## config.mk

```make
export PLATFORM = sky130hd
export DESIGN_NAME = alu_mult_seq
export DESIGN_NICKNAME = d
export VERILOG_FILES = /design/src/rtl/alu_mult_seq.sv
export SDC_FILE = /design/constraint.sdc
export NUM_CORES = 1
export LEC_CHECK = 0
export BUFFER_PORTS_ARGS = -buffer_cell sky130_fd_sc_hd__buf_2
export CAP_MARGIN = 20
export CORE_ASPECT_RATIO = 0.7
export CORE_UTILIZATION = 44
export CTS_CLUSTER_DIAMETER = 40
export DETAILED_ROUTE_END_ITERATION = 8
export GPL_TIMING_DRIVEN = 0
export PLACE_DENSITY = 0.76
export RECOVER_POWER = 50
export SLEW_MARGIN = 20
export SYNTH_ARGS = -nofsm -noshare
export SYNTH_HDL_FRONTEND = slang
export SYNTH_SLANG_ARGS = --single-unit
export TNS_END_PERCENT = 50
```

## constraint.sdc

```tcl
create_clock -name clk -period 1.6 [get_ports clk]
set_clock_uncertainty 0.05 [all_clocks]
set_input_delay 0.08 -clock clk [delete_from_list [all_inputs] [get_ports clk]]
set_output_delay 0.08 -clock clk [all_outputs]
set_load 0.01 [all_outputs]
```

## src/rtl/alu_mult_seq.sv

```systemverilog
// alu_mult_seq: multi-cycle unsigned 32x32 multiply (low 32 bits)
// built by sequencing the shared combinational ALU through shift-and-add.
//
// Ports:
//   clk, rst_n          rising-edge clock, async active-low reset
//   start, a_in, b_in   request and operands (start sampled in IDLE only)
//   busy, done          busy in ADD/SHL_M/SHR_Q, done one cycle in DONE
//   product             partial-product register, valid when done=1
//   alu_*               ALU operand/control drive (Moore decode of state)
//   alu_s               ALU result, registered into P/M/Q each cycle
//
// Build option: define MULT_EARLY_TERM_EN to stop as soon as the
// remaining multiplier is zero (b_in=0 finishes with no busy cycles).
module alu_mult_seq #(
    parameter int ITER_MAX = 32
) (
    input  logic        clk,
    input  logic        rst_n,
    input  logic        start,
    input  logic [31:0] a_in,
    input  logic [31:0] b_in,
    output logic        busy,
    output logic        done,
    output logic [31:0] product,
    output logic [31:0] alu_a,
    output logic [31:0] alu_b,
    output logic        alu_c0,
    output logic        alu_const_var,
    output logic        alu_shift_dir,
    output logic [1:0]  alu_func_class,
    output logic [1:0]  alu_logic_fn,
    output logic [4:0]  alu_const_amt,
    input  logic [31:0] alu_s
);

    localparam logic [2:0] S_IDLE  = 3'd0;
    localparam logic [2:0] S_ADD   = 3'd1;
    localparam logic [2:0] S_SHL_M = 3'd2;
    localparam logic [2:0] S_SHR_Q = 3'd3;
    localparam logic [2:0] S_DONE  = 3'd4;

    logic [2:0]  state;
    logic [31:0] p_reg;
    logic [31:0] m_reg;
    logic [31:0] q_reg;
    logic [5:0]  cnt;

    logic        last_iter;
    logic        q_zero;
    logic        b_zero;
    logic [2:0]  start_next;
    logic [2:0]  shr_next;

    assign last_iter = (cnt == 6'(ITER_MAX - 1));

`ifdef MULT_EARLY_TERM_EN
    // alu_s in SHR_Q is the multiplier after this shift: nothing
    // left to add once it is zero.
    assign q_zero = (alu_s == 32'd0);
    assign b_zero = (b_in == 32'd0);
`else
    assign q_zero = 1'b0;
    assign b_zero = 1'b0;
`endif

    always_comb begin
        start_next = S_SHL_M;
        if (b_zero) begin
            start_next = S_DONE;
        end else if (b_in[0]) begin
            start_next = S_ADD;
        end
    end

    // Next iteration's decision bit is the freshly shifted Q bit 0.
    always_comb begin
        shr_next = S_SHL_M;
        if (last_iter || q_zero) begin
            shr_next = S_DONE;
        end else if (alu_s[0]) begin
            shr_next = S_ADD;
        end
    end

    always_ff @(posedge clk or negedge rst_n) begin
        if (!rst_n) begin
            state <= S_IDLE;
            p_reg <= 32'd0;
            m_reg <= 32'd0;
            q_reg <= 32'd0;
            cnt   <= 6'd0;
        end else begin
            case (state)
                S_IDLE: begin
                    if (start) begin
                        m_reg <= a_in;
                        q_reg <= b_in;
                        p_reg <= 32'd0;
                        cnt   <= 6'd0;
                        state <= start_next;
                    end
                end
                S_ADD: begin
                    p_reg <= alu_s;
                    state <= S_SHL_M;
                end
                S_SHL_M: begin
                    m_reg <= alu_s;
                    state <= S_SHR_Q;
                end
                S_SHR_Q: begin
                    q_reg <= alu_s;
                    cnt   <= cnt + 6'd1;
                    state <= shr_next;
                end
                S_DONE: begin
                    state <= S_IDLE;
                end
                default: begin
                    state <= S_IDLE;
                end
            endcase
        end
    end

    // Moore decode: ALU drive depends only on state and registers,
    // so the ALU result never feeds back into its own inputs.
    always_comb begin
        alu_a          = 32'd0;
        alu_b          = 32'd0;
        alu_c0         = 1'b0;
        alu_const_var  = 1'b0;
        alu_shift_dir  = 1'b0;
        alu_func_class = 2'b00;
        alu_logic_fn   = 2'b00;
        alu_const_amt  = 5'd0;
        case (state)
            S_ADD: begin
                alu_a          = p_reg;
                alu_b          = m_reg;
                alu_func_class = 2'b10;
                alu_c0         = 1'b0;
            end
            S_SHL_M: begin
                alu_b          = m_reg;
                alu_func_class = 2'b00;
                alu_shift_dir  = 1'b0;
                alu_const_var  = 1'b0;
                alu_const_amt  = 5'd1;
            end
            S_SHR_Q: begin
                alu_b          = q_reg;
                alu_func_class = 2'b00;
                alu_shift_dir  = 1'b1;
                alu_const_var  = 1'b0;
                alu_const_amt  = 5'd1;
            end
            default: begin
            end
        endcase
    end

    assign busy    = (state == S_ADD) || (state == S_SHL_M) ||
                     (state == S_SHR_Q);
    assign done    = (state == S_DONE);
    assign product = p_reg;

endmodule
```

==> flow_metrics.tcl <==
set metrics [dict create \
    status "finished, violations left" \
    violations "setup timing" \
    postLayoutCellArea_sq_um 8940 \
    antenna_found_initial 0 \
    cts_buffer_depth 2 \
    netlist_instances 529 \
    criticalPathCategory "reg -> out" \
    critPathBufInv 4 \
    wl_per_cell_um 20.6 \
    cts_sinks 105 \
    layout.nets 975 \
    post_drt_via_cell_ratio 5.64 \
    synth_warnings 0 \
    hold_path_depth 3 \
    drc_errors 0 \
    max_slew_margin 0.159 \
    met3_length_um 1940 \
    p_leak_nw 4.31 \
    utilization 0.765 \
    synth-compound-area-share 0.235 \
    first_global_vias 5526 \
    setup_violations 172 \
    place_area_sq_um 6520 \
    dieArea_sq_um 12400 \
    tightest_slew_ns 1.26 \
    die_width_um 133 \
    postSynthAreaPerCell_sq_um 9.95 \
    worstPathMaxFanout 7 \
    path_clk_slew_ns 0.07 \
    ant_nets 0 \
    cap_viol_max_count 0 \
    synth.mux.area_fraction 0.00595 \
    dp_hpwl_um 12600 \
    final-seq-area_sq_um 2630 \
    nFillCells 775 \
    yosys.area_share.simple 0.188 \
    rsz0062_at_grt "yes" \
    row_count 33 \
    cts_buffers 9 \
    highest_layer "met4" \
    worst_ep_arrival_time_ns 1.80 \
    initial_core_util 0.450 \
    gp_congestion 0.912 \
    setup_ws_ns -0.326 \
    ys_ff_latch 105 \
    num_antenna_cells 0 \
    cp_slowest_cell "dfrtp_1" \
    period_needed_ns 1.93 \
    layout.cells.most_common "buf_2" \
    drive_above_1_share 0.434 \
    finalCritPeriodShare 1.20 \
    path_delay_family "buffers and inverters" \
    p_per_area_nw_per_um2 2130 \
    grt_usage 0.327 \
    synth_fa_ha_area_frac 0.00238 \
    drtIter0Drc 460 \
    finalHoldViolCount 0 \
    multiInputGateArea_sq_um 2520 \
    dp_cells 894 \
    synth_top_family_by_area "compound AO/OA/AOI/OAI gates" \
    required_ns 1.47 \
    grt_max_degree 55 \
    clockRootBuffer "clkbuf_16" \
    cts_tree "yes" \
    wl_met1_um 9100 \
    critPathMaxStageDelay_ns 0.39 \
    fp.dieH_um 93.5 \
    rr_worst_depth 8 \
    drv_slew 0 \
    dr_wl_met2_um 10000 \
    synth_xor_xnor_area_share 0.00333 \
    crit_cells 7 \
    fmax_ghz 0.519 \
    fin_cells 1037 \
    core_sq_um 11700 \
    crit_chain "buf_8 > xnor2_4 > nor2_4 > buf_12 > clkbuf_16 > a22o_1 > buf_2" \
    routed_wl_um 21400 \
    area_delta_synth_final_pct 69.9 \
    syn_area_sq_um 5260 \
    ys_seq_area_frac 0.499 \
    final_cell_mix "buf_2, dfrtp_1, dlygate4sd3_1, a22o_1, nand2_1" \
    cts_max_level 3 \
    vias 5853 \
    hp-class "in -> reg" \
    ios 209 \
    clk_latency_ns 0.35 \
    netlist-cell-type-count 37 \
    peakVddDrop_mv 1.23 \
    port_buffers 199 \
    firstDrtPassIters 6 \
    end_kind "output port" \
    grt-ovfl-total 0 \
    start_kind "flip-flop" \
    grt_pass1_wl_um 30900 \
]
Yosys cell counts (all sizes together):
cell type	n	area, sq um
nor3	34	170
a22o	66	578
or3b	1	8.76
o211ai	2	15.0
o21ai	3	15.0
conb	1	3.75
a21oi	1	5.00
nor2b	1	6.26
a31oi	32	200
nand3b	1	20.0
and2	33	206
or3	1	6.26
xnor2	2	17.5
nand3	4	20.0
or4b	1	13.8
clkbuf	22	82.6
nor2	70	263
nor4b	1	15.0
ha	1	12.5
o22ai	32	375
o41ai	1	8.76
dfrtp	105	2630
nand2	66	248
inv	3	11.3
mux2	1	11.3
a21bo	1	10.0
o311ai	1	16.3
a211oi	2	15.0
nor3b	1	7.51
nand2b	1	6.26
buf	36	245
mux2i	2	20.0
layer usage:
layer / GRT usage / vias up
met4: 0.0948 / 0
met1: 0.463 / 2853
met3: 0.0602 / 42
met2: 0.512 / 400
met5: 0 / -
li1: - / 2558
power by group:
part	switching [W]	internal, W
Clock	0.00104	0.00142
Combinational	0.00595	0.00580
Sequential	0.000872	0.00392
Total	0.00786	0.0111
cells by family (layout without fill, tap and decap cells):
group,count (synthesis),count (layout)
xor+xnor,2,2
compound gates,141,141
simple gates,215,215
mux,3,3
buf+inv,61,404
fa+ha+maj,1,1
flops,105,105
other cells,1,9
per-stage QoR:
| step | TNS, ns | power [W] | hold slack [ns] | worst slack [ns] |
|---|---|---|---|---|
| 4_1_cts | -29.74 | 0.0174 | 0.00589 | -0.301 |
| 2_1_floorplan | -2.47 | 0.00985 | -0.266 | -0.103 |
| 6_report | -33.37 | 0.0190 | 0.00940 | -0.326 |
| 5_1_grt | -44.97 | 0.0199 | 0.0138 | -0.369 |
| 3_3_place_gp | -121.67 | 0.0129 | 0.289 | -0.759 |
| 3_5_place_dp | -48.55 | 0.0131 | 0.0109 | -0.518 |
worst register-to-register path, cell delays in order (launching register included):
cell	delay [ns]
dfrtp_1	0.39
buf_8	0.15
buf_4	0.15
nor4b_4	0.27
buf_4	0.19
buf_6	0.16
buf_4	0.15
nand2_1	0.06
a31oi_1	0.17
layout make-up:
type | count | share of cell area
Multi-Input combinational cell | 371 | 0.282
Sequential cell | 105 | 0.294
Buffer | 57 | 0.0798
Timing Repair Buffer | 328 | 0.283
Clock buffer | 10 | 0.0267
Clock inverter | 6 | 0.0102
Inverter | 3 | 0.00210
Tap cell | 157 | 0.0220
path summary, 6_finish.rpt:
kind / start / end / slack (ns)
max: state[0]$_DFFE_PN0P_ / alu_b[12] / -0.33
max reg2reg: state[0]$_DFFE_PN0P_ / m_reg[31]$_DFFE_PN0P_ / -0.23
max in group asynchronous: rst_n / m_reg[16]$_DFFE_PN0P_ / 0.15
min in group asynchronous: rst_n / m_reg[0]$_DFFE_PN0P_ / 0.49
min reg2reg: q_reg[5]$_DFFE_PN0P_ / q_reg[5]$_DFFE_PN0P_ / 0.47
min: alu_s[0] / m_reg[0]$_DFFE_PN0P_ / 0.009
what timing repair did:
| action | in CTS | in global routing |
|---|---|---|
| gates cloned | 4 | 5 |
| hold buffers | 96 | 0 |
| pin swaps | 65 | 18 |
| endpoints found under the setup margin | 171 | 174 |
| resized for setup | 115 | 101 |
| endpoints found under the hold margin | 146 | 0 |
| setup buffers | 9 | 15 |
No activity file was read; power rests on OpenSTA's default activity.
